### src/rtl/glip_stream_source.sv
// Test-pattern stream source with valid/ready flow control and per-window throughput measurement.
// Optional feature: define GLIP_STREAM_SOURCE_STALL_EN to add the stall_cycles output.
module glip_stream_source #(
    parameter logic [31:0] FREQ = 32'd10000000,
    parameter logic [15:0] SEED = 16'hACE1
) (
    input  logic        clk,
    input  logic        rst_n,
    input  logic        start,
    input  logic        stop,
    input  logic [1:0]  mode,
    input  logic [15:0] burst_len,
    output logic [15:0] out_data,
    output logic        out_valid,
    input  logic        out_ready,
    output logic        busy,
    output logic        done,
    output logic [31:0] words_per_sec,
    output logic        rate_update
`ifdef GLIP_STREAM_SOURCE_STALL_EN
    ,
    output logic [31:0] stall_cycles
`endif
);

    localparam int unsigned DW = 16;
    localparam int unsigned CW = 32;

    localparam logic [1:0] MODE_INC   = 2'd0;
    localparam logic [1:0] MODE_LFSR  = 2'd1;
    localparam logic [1:0] MODE_WALK  = 2'd2;

    typedef enum logic [1:0] {
        IDLE = 2'd0,
        RUN  = 2'd1,
        DONE = 2'd2
    } state_t;

    state_t        state, state_n;
    logic [DW-1:0] data_n;
    logic          valid_n, busy_n, done_n;
    logic [1:0]    mode_q, mode_n;
    logic [DW-1:0] len_q, len_n;
    logic [DW-1:0] sent_q, sent_n;
    logic          stop_q, stop_n;
    logic          transfer;

    logic [CW-1:0] cyc_cnt;
    logic [CW-1:0] window_cnt;
    logic [CW-1:0] window_inc;

    assign transfer = out_valid & out_ready;

    function automatic logic [DW-1:0] first_word(input logic [1:0] m);
        case (m)
            MODE_INC:  first_word = 16'h0000;
            MODE_LFSR: first_word = SEED;
            MODE_WALK: first_word = 16'h0001;
            default:   first_word = 16'hA5A5;
        endcase
    endfunction

    function automatic logic [DW-1:0] advance(input logic [1:0] m, input logic [DW-1:0] d);
        case (m)
            MODE_INC:  advance = d + 16'd1;
            MODE_LFSR: advance = {d[14:0], d[15] ^ d[13] ^ d[12] ^ d[10]};
            MODE_WALK: advance = {d[14:0], d[15]};
            default:   advance = d;
        endcase
    endfunction

    // FSM and burst state register
    always_ff @(posedge clk or negedge rst_n) begin
        if (!rst_n) begin
            state     <= IDLE;
            out_data  <= '0;
            out_valid <= 1'b0;
            busy      <= 1'b0;
            done      <= 1'b0;
            mode_q    <= '0;
            len_q     <= '0;
            sent_q    <= '0;
            stop_q    <= 1'b0;
        end else begin
            state     <= state_n;
            out_data  <= data_n;
            out_valid <= valid_n;
            busy      <= busy_n;
            done      <= done_n;
            mode_q    <= mode_n;
            len_q     <= len_n;
            sent_q    <= sent_n;
            stop_q    <= stop_n;
        end
    end

    // Next-state and next-output logic
    always_comb begin
        state_n = state;
        data_n  = out_data;
        valid_n = 1'b0;
        busy_n  = 1'b0;
        done_n  = 1'b0;
        mode_n  = mode_q;
        len_n   = len_q;
        sent_n  = sent_q;
        stop_n  = stop_q;
        case (state)
            IDLE: begin
                if (start) begin
                    mode_n  = mode;
                    len_n   = burst_len;
                    data_n  = first_word(mode);
                    sent_n  = '0;
                    stop_n  = 1'b0;
                    state_n = RUN;
                    valid_n = 1'b1;
                    busy_n  = 1'b1;
                end
            end
            RUN: begin
                valid_n = 1'b1;
                busy_n  = 1'b1;
                stop_n  = stop_q | stop;
                if (transfer) begin
                    data_n = advance(mode_q, out_data);
                    sent_n = sent_q + 16'd1;
                    stop_n = 1'b0;
                    // a stop seen any time since the previous transfer ends the burst here
                    if ((len_q != '0 && sent_q == len_q - 16'd1) || stop || stop_q) begin
                        state_n = DONE;
                        valid_n = 1'b0;
                        busy_n  = 1'b0;
                        done_n  = 1'b1;
                    end
                end
            end
            DONE: begin
                state_n = IDLE;
            end
            default: begin
                state_n = IDLE;
            end
        endcase
    end

    assign window_inc = (transfer && window_cnt != '1) ? window_cnt + 32'd1 : window_cnt;

    // Free-running measurement window; the final cycle's transfer is included in the result
    always_ff @(posedge clk or negedge rst_n) begin
        if (!rst_n) begin
            cyc_cnt       <= '0;
            window_cnt    <= '0;
            words_per_sec <= '0;
            rate_update   <= 1'b0;
        end else begin
            rate_update <= 1'b0;
            if (cyc_cnt == FREQ - 32'd1) begin
                cyc_cnt       <= '0;
                window_cnt    <= '0;
                words_per_sec <= window_inc;
                rate_update   <= 1'b1;
            end else begin
                cyc_cnt    <= cyc_cnt + 32'd1;
                window_cnt <= window_inc;
            end
        end
    end

`ifdef GLIP_STREAM_SOURCE_STALL_EN
    logic [CW-1:0] stall_cnt;
    logic [CW-1:0] stall_inc;

    assign stall_inc = (out_valid && !out_ready && stall_cnt != '1) ? stall_cnt + 32'd1 : stall_cnt;

    // Stalled-cycle count, latched alongside words_per_sec
    always_ff @(posedge clk or negedge rst_n) begin
        if (!rst_n) begin
            stall_cnt    <= '0;
            stall_cycles <= '0;
        end else if (cyc_cnt == FREQ - 32'd1) begin
            stall_cnt    <= '0;
            stall_cycles <= stall_inc;
        end else begin
            stall_cnt <= stall_inc;
        end
    end
`endif

endmodule

### config.mk
export PLATFORM = sky130hd
export DESIGN_NAME = glip_stream_source
export DESIGN_NICKNAME = d
export VERILOG_FILES = /design/src/rtl/glip_stream_source.sv
export SDC_FILE = /design/constraint.sdc
export NUM_CORES = 1
export LEC_CHECK = 0
export BUFFER_PORTS_ARGS = -buffer_cell sky130_fd_sc_hd__buf_4
export CAP_MARGIN = 20
export CORE_MARGIN = 5
export CORE_UTILIZATION = 57
export DETAILED_ROUTE_END_ITERATION = 8
export GPL_ROUTABILITY_DRIVEN = 1
export HOLD_SLACK_MARGIN = 0.06
export PLACE_DENSITY = 0.87
export SETUP_SLACK_MARGIN = 0.5
export SLEW_MARGIN = 20
export SYNTH_ARGS = -nofsm -noshare
export SYNTH_HDL_FRONTEND = slang
export SYNTH_SLANG_ARGS = --single-unit
### constraint.sdc
create_clock -name clk -period 4.2 [get_ports clk]
set_input_delay 0.84 -clock clk [delete_from_list [all_inputs] [get_ports clk]]
set_output_delay 0.84 -clock clk [all_outputs]
set_load 0.005 [all_outputs]
==> impl_metrics.tcl, run 1 <==
set metrics [dict create \
    arrival_ns 2.95 \
    drcViolationCount 0 \
    io_pins 75 \
    setup_viol 0 \
    hold_class "reg2reg" \
    wl_met3_mm 1.01 \
    core-area_um2 13200 \
    cp-start-kind "flop" \
    avgSynthCellArea_um2 9.61 \
    leakage_nw 3.95 \
    cts_sinks 152 \
    finalHoldViolCount 0 \
    critPathTopFamily "simple AND/OR/NAND/NOR gates" \
    wl_met1_mm 7.79 \
    finalCritPeriodShare 0.630 \
    place.gp.congestion 0.917 \
    synth_top_area_frac 0.493 \
    io_buffers 74 \
    die_x_um 126 \
    maxCapViolations 0 \
    cts_tree "done" \
    worstPathCellList "nor4_2 > and3_1 > a211oi_1 > o31ai_1 > nand4_1 > o31a_1" \
    path_buf_inv 0 \
    postCtsSetupRepairBufs 0 \
    worst_slack_ns 1.56 \
    layout-drive-gt1-share 0.155 \
    fillCellCount 1019 \
    routed-via-count 6302 \
    syn_nets 834 \
    clkTransAtPathRegs_ns 0.06 \
    ys_top_cells_by_area "dfrtp_1 (49%), xnor2_1 (7.9%), nand2_1 (4.3%)" \
    crit_fanout 10 \
    synthMuxAreaShare 0.0245 \
    first_global_vias 6238 \
    htree_levels 4 \
    syn_to_final_growth_pct 16.7 \
    grt_setup_unrepaired "false" \
    antenna_found_initial 0 \
    hold_buffers 0 \
    slew_viol_final 0 \
    synth_edf_count 0 \
    place_hpwl_mm 11.7 \
    pre_cts_ws_ns 1.64 \
    track_usage 0.225 \
    synth-simple-area-share 0.229 \
    ant_nets 0 \
    start_util 0.583 \
    nets 898 \
    synth_ff_type "dfrtp_1" \
    cp.required_ns 4.51 \
    die_h_um 126 \
    fin_hold_ws_ns 0.488 \
    outcome "complete, no violations" \
    grt_pass1_wl_mm 29.8 \
    drt-initial-drc-count 730 \
    root_buffer "clkbuf_16" \
    yosys.area_share.adder 0.0130 \
    synth-compound-area-share 0.101 \
    max_freq_mhz 378 \
    fin_skew_ns 0.00875 \
    critPathKind "reg2reg" \
    synth_cells 803 \
    grt_max_degree 91 \
    worstHoldPathCells 2 \
    synthXorXnorAreaFrac 0.112 \
    design.die.area_um2 16000 \
    synth_cell_types 64 \
    end_kind "flop" \
    synth_area_leader_cell "dfrtp_1" \
    clock_latency_ns 0.43 \
    overflow 0 \
    min_period_ns 2.64 \
    synth-warning-count 0 \
    cp_num_cells 6 \
    max_slew.worst_pin.slew_ns 0.999 \
    power_mw 4.90 \
    rows 42 \
    cts_made_buffers 17 \
    synth_seq_cells 152 \
    vias_per_cell 5.98 \
    power.density_nw_per_um2 543 \
    clockBufferDepth 2 \
    drtPass1Iterations 5 \
    routed_wl_mm 17.3 \
    wl_met2_mm 8.25 \
    num_antenna_cells 0 \
    synth_area_um2 7720 \
    relSlewSlack 0.330 \
    synth_top_family_by_area "simple AND/OR/NAND/NOR gates" \
    critPathMaxStageDelay_ns 0.77 \
    highest_layer "met4" \
    cts.repair.resized 0 \
    drt-wirelength-per-cell_um 16.5 \
    ys_seq_area_frac 0.493 \
    crit_slowest_cell "nor4_2" \
    ff2ff_path_depth 6 \
    ys_async_sr_fraction 1.00 \
    finalSetupTns_ns 0 \
    irDropWorstVdd_v 0.000388 \
]
registers in the layout, indices dropped and copies added (netlist names):
register,count
stop_q,1
mode_q,2
busy,1
sent_q,16
window_cnt,32
out_data,16
done,1
rate_update,1
cyc_cnt,32
words_per_sec,32
state,2
len_q,16
metal layers:
metal | vias to the layer above | track usage
met1 | 3111 | 0.308
met4 | 0 | 0.0845
met5 | - | 0
met2 | 198 | 0.355
li1 | 2959 | -
met3 | 34 | 0.0492
where the power goes:
group	total [mW]	internal, mW	switching, mW
registers	2.02	1.68	0.340
logic	1.39	0.632	0.762
clock network	1.48	0.913	0.570
cells by family (layout without fill, tap and decap cells):
logic type,count (synthesis),count (layout)
and+or+nand+nor,350,350
xor gates and xnor gates,99,99
DFF,152,152
buffers and inverters,53,128
adders and majority gates,8,8
muxes,17,17
AOI/OAI and AO/OA,124,124
per-stage QoR:
step           cells  instance area (um2)  utilization
6_report        1054                 9010        0.680
3_5_place_dp    1024                 8440        0.637
5_1_grt         1054                 9010        0.680
4_1_cts         1054                 9010        0.680
2_1_floorplan    803                 7720            -
3_3_place_gp    1024                 8440        0.637
synthesized netlist by cell type (5+ instances only):
| library cell | number |
|---|---|
| and3_1 | 17 |
| a22o_1 | 6 |
| nor2_1 | 88 |
| inv_1 | 17 |
| a21oi_1 | 18 |
| nor2b_1 | 5 |
| xor2_1 | 29 |
| nand2_1 | 88 |
| xnor2_1 | 70 |
| nand3_1 | 30 |
| nor4b_1 | 5 |
| clkbuf_1 | 31 |
| dfrtp_1 | 152 |
| nand4_1 | 32 |
| o21ai_0 | 54 |
| nor4_1 | 18 |
| or3_1 | 9 |
| ha_1 | 8 |
| and2_1 | 6 |
| a31oi_1 | 5 |
| nor3_1 | 31 |
| mux2_2 | 15 |
cell type report:
type	instances	area, um2	area share
clock buffers	23	478	0.0530
inverters	17	63.8	0.00708
well taps	176	220	0.0244
repair buffers	81	637	0.0707
multi-input cells	598	3710	0.412
flip-flops and latches	152	3800	0.422
clock inverters	7	95.1	0.0106
worst register-to-register path, cell delays in order, from the launching register on:
cell and delay [ns]:
dfrtp_1 0.48, nor4_2 0.77, and3_1 0.31, a211oi_1 0.08, o31ai_1 0.28, nand4_1 0.28
o31a_1 0.33
layout by cell type, fill, tap and decap left out, types with 3 or more instances in the layout:
cell and n:
a21oi_1 18, a22o_1 6, a311oi_1 4, a31oi_1 5, and2_1 6, and3_1 16
and4_1 4, buf_4 78, clkbuf_1 3, clkbuf_16 17, clkbuf_8 3, clkinvlp_4 4
dfrtp_1 152, ha_1 8, inv_1 17, mux2_2 15, nand2_1 88, nand3_1 30
nand4_1 32, nor2_1 88, nor2b_1 5, nor3_1 30, nor4_1 18, nor4b_1 5
o211ai_1 4, o21ai_0 54, o21ai_1 4, o22ai_1 4, or3_1 9, xnor2_1 70
xor2_1 29
path summary, 6_finish.rpt:
check	from	to	slack [ns]
worst min-delay path	words_per_sec[18]	words_per_sec[18]	0.49
worst min register to register	words_per_sec[18]	words_per_sec[18]	0.49
worst max register to register	len_q[3]	state[0]	1.56
min in group asynchronous	rst_n	out_data[10]	0.50
worst max-delay path	len_q[3]	state[0]	1.56
max in group asynchronous	rst_n	window_cnt[7]	2.88
No activity file was read; power rests on OpenSTA's default activity.
==> inputs of run 2 (changes only) <==
--- a/config.mk
+++ b/config.mk
@@ -5,6 +5,7 @@
 export SDC_FILE = /design/constraint.sdc
 export NUM_CORES = 1
 export LEC_CHECK = 0
+export ABC_AREA = 1
 export BUFFER_PORTS_ARGS = -buffer_cell sky130_fd_sc_hd__buf_4
 export CAP_MARGIN = 20
 export CORE_MARGIN = 5
==> constraint.sdc (replaced) <==
create_clock -name clk -period 2.6 [get_ports clk]
set_input_delay 0.52 -clock clk [delete_from_list [all_inputs] [get_ports clk]]
set_output_delay 0.52 -clock clk [all_outputs]
set_load 0.005 [all_outputs]
==> run 2 against run 1 <==
Utilization increased by 1.4 points. Routed wire length increased by 19%. Clock-buffer cell count unchanged. Worst setup slack got worse by 0.95 ns. Sequential power increased by 69%. Area after synthesis increased by 9.0%. Combinational power increased to 2.5 times the previous value. Maximum frequency increased by 32%. Global-route usage increased by 1.4 points. Hold slack got worse by 0.34 ns. Largest power group is now combinational logic.
==> impl_metrics.tcl, run 2 <==
set metrics [dict create \
    finalCritPeriodShare 0.769 \
    dpl.cell_count 1352 \
    regToRegSetupSlack_ns 0.60 \
    layout_common_cells "nand2_1 (285), dfrtp_1 (150), nor2_1 (126)" \
    io_buffers 74 \
    syn_nets 1141 \
    cp.required_ns 2.90 \
    synth-warning-count 0 \
    synthTopCellsByCount "nand2_1 (294), dfrtp_1 (152), nor2_1 (142)" \
    max_freq_mhz 500 \
    min_period_ns 2.00 \
    nets 1229 \
    critPathKind "reg2reg" \
    avgSynthCellArea_um2 7.58 \
    num_antenna_cells 0 \
    ys_async_sr_fraction 1.00 \
    worstReg2RegStart "cyc_cnt[13]" \
    overflow 0 \
    grt_setup_unrepaired "true" \
    synth_area_leader_cell "dfrtp_1" \
    grt_max_degree 153 \
    finalHoldViolCount 0 \
    drtPass1Iterations 6 \
    finalSetupTns_ns 0 \
    vias_per_cell 5.55 \
    cts_made_buffers 17 \
    layout_commonest_cell "nand2_1" \
    layout-drive-gt1-share 0.152 \
    drcViolationCount 0 \
    rows 44 \
    power.density_nw_per_um2 948 \
    die_h_um 132 \
    synth_top_area_frac 0.452 \
    io_pins 75 \
    synth_edf_count 0 \
    start_util 0.579 \
    antenna_found_initial 0 \
    hold_class "in2async" \
    setup_viol 0 \
    ant_nets 0 \
    design.die.area_um2 17300 \
    ys_top_cells_by_area "dfrtp_1 (45%), nand2_1 (13%), nor2_1 (6.3%)" \
    place_hpwl_mm 14.2 \
    max_slew.worst_pin.slew_ns 0.899 \
    relSlewSlack 0.400 \
    drt-wirelength-per-cell_um 14.8 \
    grt_pass1_wl_mm 35.0 \
    hold_buffers 0 \
    track_usage 0.239 \
    irDropWorstVdd_v 0.000603 \
    cts_tree "done" \
    synth_cells 1110 \
    reg_top3 "cyc_cnt: 32 flops, window_cnt: 32 flops, words_per_sec: 32 flops" \
    outcome "complete, no violations" \
    routed_wl_mm 20.6 \
    arrival_ns 2.30 \
    cp-start-kind "flop" \
    crit_fanout 5 \
    syn_to_final_growth_pct 19.9 \
    clock_latency_ns 0.43 \
    synth.most_common_cell "nand2_1" \
    ff2ff_path_depth 6 \
    core-area_um2 14500 \
    finalNonFillerCells 1393 \
    first_global_vias 7467 \
    drt-initial-drc-count 717 \
    synth_cell_types 39 \
    end_kind "flop" \
    timing.rr.end "cyc_cnt[20]" \
    clockBufferDepth 2 \
    die_x_um 132 \
    crit_path_start "cyc_cnt[13]" \
    ys_seq_area_frac 0.452 \
    synth_ff_type "dfrtp_1" \
    slew_viol_final 0 \
    root_buffer "clkbuf_16" \
    maxCapViolations 0 \
    routed-via-count 7730 \
    synth_area_um2 8420 \
    clkTransAtPathRegs_ns 0.06 \
    leakage_nw 4.90 \
    htree_levels 4 \
    place.gp.congestion 0.926 \
    cts_sinks 152 \
    synth_seq_cells 152 \
    fin_skew_ns 0.0114 \
]
## run 2: changes by cell type after synthesis, moves of 15 or more
| cell | delta |
|---|---|
| nand2_1 | +206 |
| inv_1 | +104 |
| nor2_1 | +54 |
| xnor2_1 | -49 |
| xor2_1 | +27 |
| o21ai_0 | +23 |
| nand3_1 | +20 |
| and3_1 | -16 |
| clkbuf_1 | -15 |
| mux2_2 | -15 |
## run 2: worst max-delay path by stage
stage                             end  slack, ns  cells after the start
global route              cyc_cnt[26]       0.45                      9
floorplan                        busy       0.79                     13
global placement    words_per_sec[28]       0.32                     10
CTS                       out_data[2]       0.49                      8
detailed placement  words_per_sec[28]       0.30                     10
finish                    cyc_cnt[20]       0.60                      6
## run 2: through the flow
step	hold slack, ns	instance area, um2	setup slack [ns]	util	total power, mW
2_1_floorplan	0.224	8420	0.793	-	5.67
3_3_place_gp	0.444	9170	0.324	0.631	6.55
3_5_place_dp	0.453	9170	0.304	0.631	6.65
4_1_cts	0.262	9840	0.486	0.677	9.34
5_1_grt	0.291	10100	0.447	0.694	10.2
6_report	0.150	10100	0.601	0.694	9.57
## run 2: per-layer routing
metal  GRT usage  part of all wire  vias to the layer above
met4      0.0840             0.022                        0
met1       0.322              0.44                     3656
li1            -                 -                     3751
met5           0                 0                        -
met2       0.385              0.48                      278
met3      0.0497             0.058                       45
## run 2: power breakdown
group / internal (mW) / switching [mW]
Sequential: 2.83 / 0.585
Clock: 1.70 / 0.936
Combinational: 1.33 / 2.19
## run 2: cell families after synthesis
| logic type | share of synthesized area |
|---|---|
| buffers and inverters | 0.0693 |
| adder cells (fa/ha/maj) | 0.0119 |
| XOR/XNOR | 0.0801 |
| AO/OA/AOI/OAI | 0.0891 |
| AND/OR/NAND/NOR | 0.298 |
| flip-flops | 0.452 |
## run 2: layout make-up
type	count	area, um2
clock buffer	23	488
clock inverter	7	141
fill	1174	4450
inverter	125	483
multi-input combinational	808	4210
sequential	152	3810
tap	184	230
timing repair buffer	94	726
## run 2: worst max-delay path, cell delays in order (launching register included)
cell and delay, ns:
dfrtp_1 0.42, inv_1 0.12, nor4_1 0.52, nand2_1 0.23
nor3_1 0.34, xor2_1 0.20, nor2_1 0.06
## run 2: timing repair
action | CTS | global route
setup buffers | 1 | 10
gates resized for setup | 12 | 49
setup endpoints to repair | 63 | 78
pin swaps | 0 | 10
